File: config.mk
export PLATFORM = sky130hd
export DESIGN_NAME = seg_scan_display
export DESIGN_NICKNAME = d
export VERILOG_FILES = /design/src/rtl/seg_scan_pkg.sv /design/src/rtl/bcd_seg_decode.sv /design/src/rtl/seg_scan_display.sv
export SDC_FILE = /design/constraint.sdc
export NUM_CORES = 1
export LEC_CHECK = 0
export CAP_MARGIN = 20
export CORE_ASPECT_RATIO = 0.9
export CORE_MARGIN = 2
export CORE_UTILIZATION = 39
export DETAILED_ROUTE_END_ITERATION = 10
export DONT_BUFFER_PORTS = 1
export PLACE_DENSITY = 0.55
export SLEW_MARGIN = 20
export SYNTH_ARGS = -nofsm -noshare
export SYNTH_HDL_FRONTEND = slang
export SYNTH_SLANG_ARGS = --single-unit
File: constraint.sdc
create_clock -name clk -period 5.6 [get_ports clk]
set_input_delay 1.12 -clock clk [delete_from_list [all_inputs] [get_ports clk]]
set_output_delay 1.12 -clock clk [all_outputs]
set_load 0.01 [all_outputs]
File: src/rtl/seg_scan_pkg.sv
// Shared constants for the multiplexed 7-segment scan driver:
// segment bit positions, digit codes and the all-off pattern.
package seg_scan_pkg;

  localparam int SEG_W = 7;

  // Bit positions inside the {g,f,e,d,c,b,a} segment bus
  localparam int SEG_A = 0;
  localparam int SEG_B = 1;
  localparam int SEG_C = 2;
  localparam int SEG_D = 3;
  localparam int SEG_E = 4;
  localparam int SEG_F = 5;
  localparam int SEG_G = 6;

  // Active-high segment codes
  localparam logic [SEG_W-1:0] SEG_0    = 7'h3F;
  localparam logic [SEG_W-1:0] SEG_1    = 7'h06;
  localparam logic [SEG_W-1:0] SEG_2    = 7'h5B;
  localparam logic [SEG_W-1:0] SEG_3    = 7'h4F;
  localparam logic [SEG_W-1:0] SEG_4    = 7'h66;
  localparam logic [SEG_W-1:0] SEG_5    = 7'h6D;
  localparam logic [SEG_W-1:0] SEG_6    = 7'h7D;
  localparam logic [SEG_W-1:0] SEG_7    = 7'h07;
  localparam logic [SEG_W-1:0] SEG_8    = 7'h7F;
  localparam logic [SEG_W-1:0] SEG_9    = 7'h6F;
  localparam logic [SEG_W-1:0] SEG_DASH = 7'h40;
  localparam logic [SEG_W-1:0] SEG_OFF  = 7'h00;

endpackage

File: src/rtl/bcd_seg_decode.sv
// Combinational BCD digit to active-high 7-segment decoder.
// Non-decimal codes 10..15 render as a centre dash.
module bcd_seg_decode
  import seg_scan_pkg::*;
(
  input  logic [3:0]       bcd,
  output logic [SEG_W-1:0] seg
);

  // Digit lookup
  always_comb begin
    seg = SEG_DASH;
    case (bcd)
      4'd0:    seg = SEG_0;
      4'd1:    seg = SEG_1;
      4'd2:    seg = SEG_2;
      4'd3:    seg = SEG_3;
      4'd4:    seg = SEG_4;
      4'd5:    seg = SEG_5;
      4'd6:    seg = SEG_6;
      4'd7:    seg = SEG_7;
      4'd8:    seg = SEG_8;
      4'd9:    seg = SEG_9;
      default: seg = SEG_DASH;
    endcase
  end

endmodule

File: src/rtl/seg_scan_display.sv
// Multiplexed NUM_DIGITS 7-segment scan driver; new data is committed only at frame wrap.
// Optional build macro: LEADING_ZERO_BLANK_EN (blank zero digits above the most significant nonzero one).
module seg_scan_display
  import seg_scan_pkg::*;
#(
  parameter int unsigned NUM_DIGITS     = 4,
  parameter int unsigned REFRESH_DIV    = 1000,
  parameter bit          SEG_ACTIVE_LOW = 1'b0
) (
  input  logic                    clk,
  input  logic                    rst_n,
  input  logic                    load,
  input  logic [4*NUM_DIGITS-1:0] bcd_in,
  input  logic [NUM_DIGITS-1:0]   dp_in,
  input  logic                    blank_en,
  output logic [SEG_W-1:0]        seg,
  output logic                    dp,
  output logic [NUM_DIGITS-1:0]   an,
  output logic                    frame_done,
  output logic                    update_pending
);

  localparam int unsigned IDX_W = (NUM_DIGITS > 1) ? $clog2(NUM_DIGITS) : 1;
  localparam int unsigned DIV_W = (REFRESH_DIV > 1) ? $clog2(REFRESH_DIV) : 1;
  localparam logic [IDX_W-1:0] IDX_LAST = IDX_W'(NUM_DIGITS - 1);
  localparam logic [DIV_W-1:0] DIV_LAST = DIV_W'(REFRESH_DIV - 1);
  // Pin polarity masks; the inversion is applied as the very last step
  localparam logic [SEG_W-1:0]      SEG_POL = SEG_ACTIVE_LOW ? {SEG_W{1'b1}} : {SEG_W{1'b0}};
  localparam logic [NUM_DIGITS-1:0] AN_POL  = SEG_ACTIVE_LOW ? {NUM_DIGITS{1'b1}} : {NUM_DIGITS{1'b0}};
  localparam logic                  DP_POL  = SEG_ACTIVE_LOW;

  logic [DIV_W-1:0]        div_r;
  logic [IDX_W-1:0]        idx_r;
  logic [4*NUM_DIGITS-1:0] shadow_bcd_r;
  logic [4*NUM_DIGITS-1:0] active_bcd_r;
  logic [NUM_DIGITS-1:0]   shadow_dp_r;
  logic [NUM_DIGITS-1:0]   active_dp_r;
  logic                    pending_r;
  logic                    wrap_r;

  logic                    tick_s;
  logic                    wrap_s;
  logic [3:0]              cur_bcd_s;
  logic                    cur_dp_s;
  logic [NUM_DIGITS-1:0]   an_onehot_s;
  logic [SEG_W-1:0]        dec_seg_s;
  logic                    lz_blank_s;
  logic [SEG_W-1:0]        seg_nxt_s;
  logic [NUM_DIGITS-1:0]   an_nxt_s;
  logic                    dp_nxt_s;

  assign tick_s = (div_r == DIV_LAST);
  assign wrap_s = tick_s && (idx_r == IDX_LAST);

  // Select the digit, decimal point and enable for the current scan index
  always_comb begin
    cur_bcd_s   = 4'd0;
    cur_dp_s    = 1'b0;
    an_onehot_s = {NUM_DIGITS{1'b0}};
    for (int i = 0; i < NUM_DIGITS; i++) begin
      cur_bcd_s      = (idx_r == IDX_W'(i)) ? active_bcd_r[4*i +: 4] : cur_bcd_s;
      cur_dp_s       = (idx_r == IDX_W'(i)) ? active_dp_r[i] : cur_dp_s;
      an_onehot_s[i] = (idx_r == IDX_W'(i));
    end
  end

  bcd_seg_decode u_decode (
    .bcd (cur_bcd_s),
    .seg (dec_seg_s)
  );

`ifdef LEADING_ZERO_BLANK_EN
  logic zero_above_s;

  // Digit i>0 is blank when it and every digit above it are zero
  always_comb begin
    zero_above_s = 1'b1;
    lz_blank_s   = 1'b0;
    for (int i = NUM_DIGITS - 1; i >= 1; i--) begin
      zero_above_s = zero_above_s & (active_bcd_r[4*i +: 4] == 4'd0);
      lz_blank_s   = (idx_r == IDX_W'(i)) ? zero_above_s : lz_blank_s;
    end
  end
`else
  assign lz_blank_s = 1'b0;
`endif

  // Active-high pin values before the output register
  always_comb begin
    if (blank_en) begin
      seg_nxt_s = SEG_OFF;
      an_nxt_s  = {NUM_DIGITS{1'b0}};
      dp_nxt_s  = 1'b0;
    end else begin
      seg_nxt_s = lz_blank_s ? SEG_OFF : dec_seg_s;
      an_nxt_s  = an_onehot_s;
      dp_nxt_s  = cur_dp_s;
    end
  end

  // Refresh divider and scan index
  always_ff @(posedge clk or negedge rst_n) begin
    if (!rst_n) begin
      div_r <= {DIV_W{1'b0}};
      idx_r <= {IDX_W{1'b0}};
    end else if (tick_s) begin
      div_r <= {DIV_W{1'b0}};
      idx_r <= (idx_r == IDX_LAST) ? {IDX_W{1'b0}} : idx_r + IDX_W'(1);
    end else begin
      div_r <= div_r + DIV_W'(1);
    end
  end

  // Shadow/active data and commit at the frame wrap; a load on the wrap edge bypasses the shadow
  always_ff @(posedge clk or negedge rst_n) begin
    if (!rst_n) begin
      shadow_bcd_r <= {(4*NUM_DIGITS){1'b0}};
      shadow_dp_r  <= {NUM_DIGITS{1'b0}};
      active_bcd_r <= {(4*NUM_DIGITS){1'b0}};
      active_dp_r  <= {NUM_DIGITS{1'b0}};
      pending_r    <= 1'b0;
      wrap_r       <= 1'b0;
    end else begin
      wrap_r <= wrap_s;
      if (load) begin
        shadow_bcd_r <= bcd_in;
        shadow_dp_r  <= dp_in;
      end else begin
        shadow_bcd_r <= shadow_bcd_r;
        shadow_dp_r  <= shadow_dp_r;
      end
      if (wrap_s) begin
        pending_r <= 1'b0;
        if (load) begin
          active_bcd_r <= bcd_in;
          active_dp_r  <= dp_in;
        end else if (pending_r) begin
          active_bcd_r <= shadow_bcd_r;
          active_dp_r  <= shadow_dp_r;
        end else begin
          active_bcd_r <= active_bcd_r;
          active_dp_r  <= active_dp_r;
        end
      end else begin
        pending_r <= pending_r | load;
      end
    end
  end

  // Output pins, one cycle behind the scan state
  always_ff @(posedge clk or negedge rst_n) begin
    if (!rst_n) begin
      seg            <= SEG_POL;
      dp             <= DP_POL;
      an             <= AN_POL;
      frame_done     <= 1'b0;
      update_pending <= 1'b0;
    end else begin
      seg            <= seg_nxt_s ^ SEG_POL;
      dp             <= dp_nxt_s ^ DP_POL;
      an             <= an_nxt_s ^ AN_POL;
      frame_done     <= wrap_r;
      update_pending <= pending_r;
    end
  end

endmodule
Yosys cells after proc, flatten, opt, wreduce, memory -nomap -nowiden
Memory sizes are Yosys's and may differ from the RTL's.
Cells that the tools add are included.
{"block": "classes", "addsub": 2, "n_eq_ne": 4, "n_mux": 18, "bitwise": 1, "reduce_logical": 4}
{"operator": "two-way mux 16 bit", "n": 2}
{"operator": "two-way mux 4 bit", "n": 7}
{"operator": "adder 10 x 1 -> 10 bit (second input constant)", "n": 1}
{"operator": "== test 10 bit (second input constant)", "n": 1}
{"operator": "two-way mux 10 bit", "n": 1}
{"operator": "two-way mux 7 bit", "n": 1}
{"operator": "two-way mux 1 bit", "n": 6}
{"operator": "== test 2 bit (second input constant)", "n": 2}
{"operator": "adder 2 x 1 -> 2 bit (second input constant)", "n": 1}
{"operator": "== test 2 x 1 -> 1 bit (second input constant)", "n": 1}
{"operator": "zero test 2 bit", "n": 1}
{"operator": "two-way mux 2 bit", "n": 1}
{"operator": "AND reduction 2 bit", "n": 1}
{"operator": "nonzero test 2 bit", "n": 1}
{"operator": "logical AND 1 bit", "n": 1}
{"operator": "OR 1 bit", "n": 1}
{"block": "totals", "register_bits": 68, "rom_bits": 112, "input_bits": 24, "out_inout_bits": 14, "word_cells": 43, "mem_count": 1}
{"memory": "(name not given)", "depth": 16, "width": 7, "read_ports": 1, "rd_ports_with_merged_regs": 0, "wr": 0, "line": "bcd_seg_decode.sv:13", "text": "case (bcd)"}

Longest topological paths before layout
Gate-level depths: netlist of the first run.
An unclocked memory read counts as a cell.
{"block": "logic_depth", "ltp_word": 7, "mapped_depth": 10, "depth_no_buf": 9}

Modules after synthesis
A second synthesis of the first run with hierarchy kept.
{"block": "hier_totals", "cells_unflattened": 234, "area_unflattened_um2": 3125.5}
{"module": "seg_scan_display", "n_inst": 1, "cells_each": 205, "area_per_inst_um2": 2897.8, "seq_area_each_um2": 1701.6}
{"module": "bcd_seg_decode", "n_inst": 1, "cells_each": 29, "area_per_inst_um2": 227.7, "seq_area_each_um2": 0.0}

Least setup slack after synthesis of the first run
OpenSTA, ideal clock, no wires.
{"block": "synth_timing", "path_kind": "flip-flop to flip-flop", "start": "register idx_r[0]", "end": "register seg[5]", "setup_ns": 0.083, "arrival_time_ns": 2.366, "required_time_ns": 5.517, "slack_ns": 3.151, "path_stages_with_launch": 10, "path_buffers": 0, "synth_period_minus_slack_ns": 2.449, "path_cell_list": "dfrtp_1 > inv_1 > ha_1 > and3b_1 > a2111oi_4 > nor2_1 > ha_1 > a2111oi_0 > nand3_1 > a31oi_1"}
{"block": "synth_via", "elab_chain_cells": 7, "elab_cells_between_ends": 10, "classes_between": "eq/ne: 3; mux: 5; reduce/logical: 1; memory: 1"}
{"item": "start: declaration", "line": "seg_scan_display.sv:33", "text": "logic [IDX_W-1:0] idx_r;"}
{"item": "start signal: assignment", "line": "seg_scan_display.sv:105", "text": "idx_r <= {IDX_W{1'b0}};"}
{"item": "start signal: assignment", "line": "seg_scan_display.sv:108", "text": "idx_r <= (idx_r == IDX_LAST) ? {IDX_W{1'b0}} : idx_r + IDX_W'(1);"}
{"item": "zero test 2 bit", "line": "seg_scan_display.sv:61", "text": "cur_bcd_s = (idx_r == IDX_W'(i)) ? active_bcd_r[4*i +: 4] : cur_bcd_s;"}
{"item": "two-way mux 4 bit (3 in series)", "line": "seg_scan_display.sv:61"}
{"item": "two-way mux 4 bit (*)", "line": "seg_scan_display.sv:61"}
{"item": "memory (16 x 7 bit) (*)"}
{"item": "two-way mux 7 bit (*)", "line": "seg_scan_display.sv:90", "text": "if (blank_en) begin"}
{"item": "named net seg_nxt_s[5]", "line": "seg_scan_display.sv:48", "text": "logic [SEG_W-1:0] seg_nxt_s;"}
{"item": "end signal: assignment", "line": "seg_scan_display.sv:159", "text": "seg <= seg_nxt_s ^ SEG_POL;"}
{"item": "end: declaration", "line": "seg_scan_display.sv:16", "text": "output logic [SEG_W-1:0] seg,"}
Mark *: on every way through the listed nets, which the timed path passes. The rest lies on a longest branch.
A chain may end at the register's enable or synchronous reset.

Worst setup path in the final report of the first run
{"block": "layout_timing", "start": "register idx_r[1]", "end": "register seg[5]"}
Same word-level chain as after synthesis.

==> summary.md, run 1 <==
| Metric | Value |
|---|---|
| Worst min path class | `flip-flop to flip-flop` |
| Total of hold buffers inserted after clock tree synthesis | `0` |
| Part of the Yosys area used for sequential elements | `55.5%` |
| Power share of the clock group | `~40%` |
| Switch share | `between 20% and 30%` |
| Most common library cell in the layout ignoring fill and taps | `sky130_fd_sc_hd__dfrtp_1` |
| Final Hold Vio Count | `0` |
| Data arrival, critical path | `roughly 3.3 ns` |
| Chain of cells forming the critical path | `inv_1, ha_1, and3b_1, a2111oi_4, nor2_1, ha_1, a2111oi_0, nand3_1, a31oi_1` |
| Launch instance of the worst min-delay path | `wrap_r` |
| Pin count of the biggest net entering global routing | `69` |
| Level count of the clock H-tree | `3` |
| Run status | `finished clean` |
| Met3 usage in global routing | `5.35%` |
| #FFs+latches synth | `68` |
| Start point of the critical path | `idx_r[1]` |
| Number of enable-type register cells in the synthesized netlist | `0` |
| Final period utilization | `53.9%` |
| Gate Count Post-Synth | `228` |
| Power density normalized to cell area | `between 200 and 300 nW/um^2` |
| Post-detailed-route via-to-cell ratio | `5.19` |
| Worst clock skew | `roughly 0.0096 ns` |
| Setup repair after global routing missed its margin | `false` |
| GR Layer Usage met1 | `between 10% and 20%` |
| Number of filler cells placed in the layout | `between 600 and 700` |
| Fraction of registers with async set/reset | `100%` |
| Kind of end point of the critical path | `flip-flop` |
| Post-CTS Setup Inserts | `0` |
| Required time worst endpoint | `a little under 6 ns` |
| Busiest layer in global routing | `met2` |
| Clock slew at the register clock pins of the worst setup and hold paths | `0.07 ns` |
| Number of antenna-violating nets in the routed design | `0` |
| Stage delay of the slowest cell on the critical path | `0.63 ns` |
| Count of different cell masters after synthesis | `between 50 and 60` |
| Final setup vio count | `0` |
| Tightest Pin Transition | `0.680 ns` |
| Worst r2r src | `idx_r[1]` |
| Standard cell with the maximum stage delay on the critical path | `sky130_fd_sc_hd__a2111oi_0` |
| Tightest slew margin relative to the limit | `53.5%` |
| Peak supply drop | `about 0.13 mV` |
| Setup Crit Path Kind | `flip-flop to flip-flop` |
| Syn avg cell area | `13.4 um^2` |
| Area of the mapped netlist | `3060 um^2` |
| Global-route wire length before repair | `9370 um` |
| Setup TNS after final layout | `0 ns` |
| GR Overflow Total | `0` |
| Worst setup slack after layout | `around 2.6 ns` |
| Proportion of power drawn by flip-flops and latches | `57.5%` |
| Clock tree sinks | `68` |
| Met2 Use GR | `about a fifth` |
| Core area | `7580 um^2` |
| Std cell rows | `30` |
| Buffers added on ports | `0` |
| Die boundary width | `97.4 um` |
| First-pass DRT Iterations | `4` |
| Initial Utilization | `slightly above 40%` |
| DR iter-0 viols | `34` |
| DR WL/cell | `around 17 um` |
| RD Place Congestion | `around 0.77` |
| Synth warnings | `0` |
| Combinational power share | `around 2.7%` |
| Most used cell, CP | `sky130_fd_sc_hd__ha_1` |
| Clock latency reported for the late side of the worst-skew pair | `roughly 0.34 ns` |
| Critical Path Start Type | `flip-flop` |
| Total wire length after detailed routing | `5460 um` |
| Count of unresolved DRC violations after routing | `0` |
| Antenna violations before repair | `0` |
| Global routing usage summed across all routing layers | `14.1%` |
| Antenna cells | `0` |
| Post-CTS resize count | `0` |
| Clk buf depth | `2` |
| Switching power of the nets | `189 uW` |
| Die area | `8580 um^2` |
| Chip Height | `88.1 um` |
| DP HPWL | `3700 um` |
| Count of vias placed by the detailed router | `roughly 1700` |
| Design internal power | `roughly 700 uW` |
| Fraction of layout cells with a size suffix above 1 | `27.4%` |
| Net count of the mapped netlist | `about 260` |
| Vias in the first global route | `between 1500 and 2000` |
| Maximum fanout encountered on the critical timing path | `11` |
| Clock tree from TritonCTS | `built` |
| I/O pin total | `38` |
| Static leakage | `0.00150 uW` |
| Max-cap viol count | `0` |
| Maximum frequency from static timing analysis | `331 MHz` |
| Highest-count cells in the layout ignoring fill and taps | `68 x sky130_fd_sc_hd__dfrtp_1, 39 x sky130_fd_sc_hd__mux2_2, 11 x sky130_fd_sc_hd__clkbuf_8` |
| Root buffer cell | `sky130_fd_sc_hd__clkbuf_8` |
| Total number of nets in the final design | `264` |
| Fin. max-slew vios | `0` |
| Area growth from synthesis to layout | `7.55%` |
| Pre-CTS setup slack | `~2.6 ns` |
| Number of buffers added by the clock tree synthesis step | `9` |
| Most used DFF post-synth | `sky130_fd_sc_hd__dfrtp_1` |
| Minimum clock period | `3.02 ns` |
==> cell usage after synthesis, drive strengths merged (2+ instances only) <==
library cell / number / area, um^2
nand3b: 3 / 35.0
nand3: 7 / 35.0
a2111oi: 2 / 36.3
ha: 10 / 125
mux2i: 3 / 30.0
buf: 9 / 70.1
mux2: 43 / 484
xor2: 5 / 43.8
a211o: 5 / 43.8
o21ai: 4 / 20.0
and2: 2 / 12.5
nor3b: 2 / 20.0
nand2: 7 / 26.3
a21oi: 6 / 33.8
inv: 7 / 26.3
a211oi: 4 / 35.0
nand4: 2 / 12.5
nor2b: 9 / 56.3
dfrtp: 68 / 1700
nor2: 9 / 36.3
o22ai: 2 / 18.8
==> logic make-up after synthesis <==
group / Yosys count / synth area share, %
XOR/XNOR: 6 / 1.71
multiplexers: 46 / 16.8
AND/OR/NAND/NOR: 49 / 9.88
flip-flops: 68 / 55.5
adder cells (fa/ha/maj): 10 / 4.08
AO/OA/AOI/OAI: 32 / 8.74
buffers and inverters: 17 / 3.27
==> final timing paths <==
kind                               to  slack [ns]  depth (start not counted)
min in group asynchronous    div_r[7]        0.47                          0
setup / recovery               seg[5]        2.58                          9
hold reg to reg            frame_done        0.35                          0
setup reg to reg               seg[5]        2.58                          9
hold / removal             frame_done        0.35                          0
max in group asynchronous      seg[1]        4.98                          0
==> worst max-delay path, delay by kind of cell, from the launching register on <==
family,cells,cell delay (ns)
AOI/OAI and AO/OA,3,1.24
DFF,1,0.40
adders and majority gates,2,0.64
buffers and inverters,1,0.09
and+or+nand+nor,3,0.57
==> flip-flops by register name, summed over array words and instances, names as in the netlist <==
signal / flops
an: 4
idx_r: 2
dp: 1
active_dp_r: 4
shadow_dp_r: 4
frame_done: 1
div_r: 10
update_pending: 1
active_bcd_r: 16
shadow_bcd_r: 16
seg: 7
pending_r: 1
wrap_r: 1
==> cell type report <==
class / instances / area, um^2 / share of cell area [%]
Clock inverter: 2 / 10.0 / 0.304
Timing Repair Buffer: 1 / 7.51 / 0.228
Multi-Input combinational cell: 143 / 1270 / 38.6
Clock buffer: 13 / 159 / 4.82
Sequential cell: 68 / 1700 / 51.6
Inverter: 7 / 26.3 / 0.797
Tap cell: 96 / 120 / 3.64
==> through the flow <==
| stage | cells | power [uW] | util [%] | instance area (um^2) | hold slack [ns] |
|---|---|---|---|---|---|
| after floorplan | 228 | 544 | - | 3060 | 0.331 |
| after detailed placement | 315 | 548 | 41.2 | 3130 | 0.346 |
| after global placement | 315 | 547 | 41.2 | 3130 | 0.342 |
| after global routing | 330 | 932 | 43.5 | 3300 | 0.360 |
| final | 330 | 893 | 43.5 | 3300 | 0.352 |
| after CTS | 330 | 911 | 43.5 | 3300 | 0.361 |
==> routing by layer <==
metal  wire length [um]  part of all wire (%)  up-vias
li1                   -                     -      815
met1               2710                    50      850
met2               2370                    44       44
met3                307                   5.6        5
met4                 63                   1.2        0
met5                  0                     0        -
==> power groups by stage <==
stage | Sequential [uW] | Combinational (uW) | Clock (uW)
5_1_grt | 515 | 27.1 | 390
3_5_place_dp | 523 | 24.6 | 0
6_report | 513 | 24.3 | 355
4_1_cts | 513 | 24.8 | 373
2_1_floorplan | 521 | 22.7 | 0
3_3_place_gp | 522 | 24.5 | 0
(Power assumes the default switching activity.)
==> inputs of run 2 (changes only) <==
==> constraint.sdc (replaced) <==
create_clock -name clk -period 2.8 [get_ports clk]
set_input_delay 0.56 -clock clk [delete_from_list [all_inputs] [get_ports clk]]
set_output_delay 0.56 -clock clk [all_outputs]
set_load 0.01 [all_outputs]
==> run 2 against run 1 <==
Compared with the run above: combinational power rose to 2.8 times the previous value; first-iteration DRC count up 62%; maximum frequency up 17%; clock-buffer cell count down 2; largest power group unchanged; highest routed layer unchanged.
==> summary.md, run 2 (synthesized netlist as in run 1, its figures left out) <==
| Metric | Value |
|---|---|
| Antenna cells | `0` |
| Final total power | `roughly 1800 uW` |
| Chip Height | `88.1 um` |
| Number of antenna-violating nets in the routed design | `0` |
| Kind of end point of the critical path | `flip-flop` |
| Endpoint of the most critical setup path | `seg[5]` |
| Cells after DPL | `approximately 320` |
| End of the worst register-to-register path | `seg[5]` |
| Required time worst endpoint | `3.05 ns` |
| Fraction of layout cells with a size suffix above 1 | `about 30%` |
| Area growth from synthesis to layout | `10.0%` |
| Maximum fanout encountered on the critical timing path | `5` |
| Worst r2r src | `idx_r[0]` |
| Start point of the critical path | `idx_r[0]` |
| Count of vias placed by the detailed router | `1745` |
| DP HPWL | `around 3600 um` |
| Die area | `8580 um^2` |
| Clk buf depth | `2` |
| Clock tree sinks | `68` |
| Static leakage | `0.00155 uW` |
| Clock slew at the register clock pins of the worst setup and hold paths | `0.07 ns` |
| Die boundary width | `97.4 um` |
| Combinational power share | `3.8%` |
| RD Place Congestion | `about 0.81` |
| Internal reg-to-reg setup slack | `approximately 0.22 ns` |
| Critical Path Start Type | `flip-flop` |
| Clock tree from TritonCTS | `built` |
| Vias in the first global route | `1759` |
| DR iter-0 viols | `55` |
| Design internal power | `~1400 uW` |
| Minimum clock period | `approximately 2.6 ns` |
| Tightest slew margin relative to the limit | `64.7%` |
| Initial Utilization | `roughly two fifths` |
| Std cell rows | `30` |
| Global-route wire length before repair | `8950 um` |
| Number of buffers added by the clock tree synthesis step | `9` |
| Run status | `finished clean` |
| Post-detailed-route via-to-cell ratio | `between 5 and 6` |
| Final core area utilization | `44.5%` |
| Number of filler cells placed in the layout | `between 700 and 800` |
| Leading registers by flop count | `active_bcd_r (16), shadow_bcd_r (16), div_r (10)` |
| Switching power of the nets | `around 380 uW` |
| Pin count of the biggest net entering global routing | `just under 70` |
| GR Overflow Total | `0` |
| Peak supply drop | `0.319 mV` |
| Global routing usage summed across all routing layers | `13.6%` |
| Switch share | `around a fifth` |
| Proportion of power drawn by flip-flops and latches | `56.3%` |
| DR WL/cell | `roughly 16 um` |
| Total number of nets in the final design | `271` |
| Antenna violations before repair | `0` |
| Clock latency reported for the late side of the worst-skew pair | `approximately 0.33 ns` |
| Power share of the clock group | `39.9%` |
| Worst min path class | `input pin to asynchronous set/reset pin` |
| Count of placed standard cells in the final layout, fillers left out | `336` |
| Worst clock skew | `0.00583 ns` |
| Final Hold Vio Count | `0` |
| Data arrival, critical path | `2.84 ns` |
| Setup Crit Path Kind | `flip-flop to flip-flop` |
| I/O pin total | `38` |
| Level count of the clock H-tree | `3` |
| Maximum frequency from static timing analysis | `387 MHz` |
| Power density normalized to cell area | `541 nW/um^2` |
| Buffers added on ports | `0` |
| Most common library cell in the layout ignoring fill and taps | `sky130_fd_sc_hd__dfrtp_1` |
| Final period utilization | `92.2%` |
| Fin. max-slew vios | `0` |
| Tightest Pin Transition | `about 0.53 ns` |
| First-pass DRT Iterations | `4` |
| Root buffer cell | `sky130_fd_sc_hd__clkbuf_8` |
| Highest-count cells in the layout ignoring fill and taps | `68 x sky130_fd_sc_hd__dfrtp_1, 39 x sky130_fd_sc_hd__mux2_2, 10 x sky130_fd_sc_hd__ha_1` |
| Worst reg-to-reg path cell count | `9` |
| Total wire length after detailed routing | `approximately 5200 um` |
| Count of unresolved DRC violations after routing | `0` |
| Max-cap viol count | `0` |
| Final setup vio count | `0` |
| Core area | `7580 um^2` |
-- run 2: cell count changes in the layout (fill, tap and decap cells not counted), sizes merged --
| cell | change |
|---|---|
| clkbuf | -2 |
| buf | +7 |
| bufinv | +1 |
-- run 2: power groups by stage --
stage                     Clock [uW]  Sequential [uW]  Combinational [uW]
after detailed placement           0             1050                47.6
after global routing             803             1030                78.3
after floorplan                    0             1040                45.4
final                            728             1030                69.2
after CTS                        764             1030                72.0
after global placement             0             1040                47.4
-- run 2: routing by layer --
metal / up-vias / GRT usage (%) / part of all wire (%)
met5: - / 0 / 0
met4: 0 / 4.92 / 0.80
met3: 4 / 6.15 / 5.9
met2: 46 / 19.1 / 43
met1: 857 / 18.7 / 50
li1: 838 / - / -
-- run 2: how the worst min path moves through the flow --
stage               start         endpoint  slack, ns  depth (start not counted)
floorplan           rst_n  active_bcd_r[0]       0.26                          0
global placement    rst_n         div_r[6]       0.27                          0
detailed placement  rst_n         div_r[6]       0.27                          0
CTS                 rst_n         div_r[8]        0.1                          1
global route        rst_n         div_r[8]       0.10                          1
finish              rst_n         div_r[8]       0.10                          1
-- run 2: what timing repair did --
action / 4_1_cts / 5_1_grt
hold endpoints to repair: 68 / 0
setup endpoints to repair: 0 / 1
resized for setup: 0 / 1
hold buffers: 1 / 0
setup buffers: 0 / 0
-- run 2: cell type report --
class | instances | area, um^2 | area share [%]
Sequential cell | 68 | 1700 | 50.5
Multi-Input combinational cell | 143 | 1270 | 37.7
Clock buffer | 11 | 131 | 3.90
Tap cell | 96 | 120 | 3.56
Timing Repair Buffer | 8 | 80.1 | 2.37
Clock inverter | 3 | 40.0 | 1.19
Inverter | 7 | 26.3 | 0.779
-- run 2: critical path, cell delays in order (launching register included) --
cell and delay (ns):
sky130_fd_sc_hd__dfrtp_1 0.41, sky130_fd_sc_hd__inv_1 0.08, sky130_fd_sc_hd__ha_1 0.21, sky130_fd_sc_hd__and3b_1 0.20, sky130_fd_sc_hd__a2111oi_4 0.43, sky130_fd_sc_hd__nor2_1 0.15, sky130_fd_sc_hd__ha_1 0.21, sky130_fd_sc_hd__a2111oi_1 0.49
sky130_fd_sc_hd__nand3_1 0.14, sky130_fd_sc_hd__a31oi_1 0.18
-- run 2: stage by stage --
| stage | hold slack, ns | instance area, um^2 | setup TNS, ns | setup slack (ns) |
|---|---|---|---|---|
| 3_3_place_gp | 0.267 | 3170 | 0 | 0.210 |
| 4_1_cts | 0.0953 | 3370 | 0 | 0.167 |
| 2_1_floorplan | 0.264 | 3060 | 0 | 0.351 |
| 6_report | 0.101 | 3370 | 0 | 0.219 |
| 3_5_place_dp | 0.267 | 3170 | 0 | 0.176 |
| 5_1_grt | 0.100 | 3370 | -0.0135 | -0.0135 |
==> inputs of run 3 (changes only) <==
--- a/config.mk
+++ b/config.mk
@@ -9,6 +9,7 @@
 export CORE_ASPECT_RATIO = 0.9
 export CORE_MARGIN = 2
 export CORE_UTILIZATION = 39
+export CTS_CLUSTER_DIAMETER = 50
 export DETAILED_ROUTE_END_ITERATION = 10
 export DONT_BUFFER_PORTS = 1
 export PLACE_DENSITY = 0.55
==> results of run 3 <==
Same layout as run 2: the final DEF is identical, and so are final timing and power.
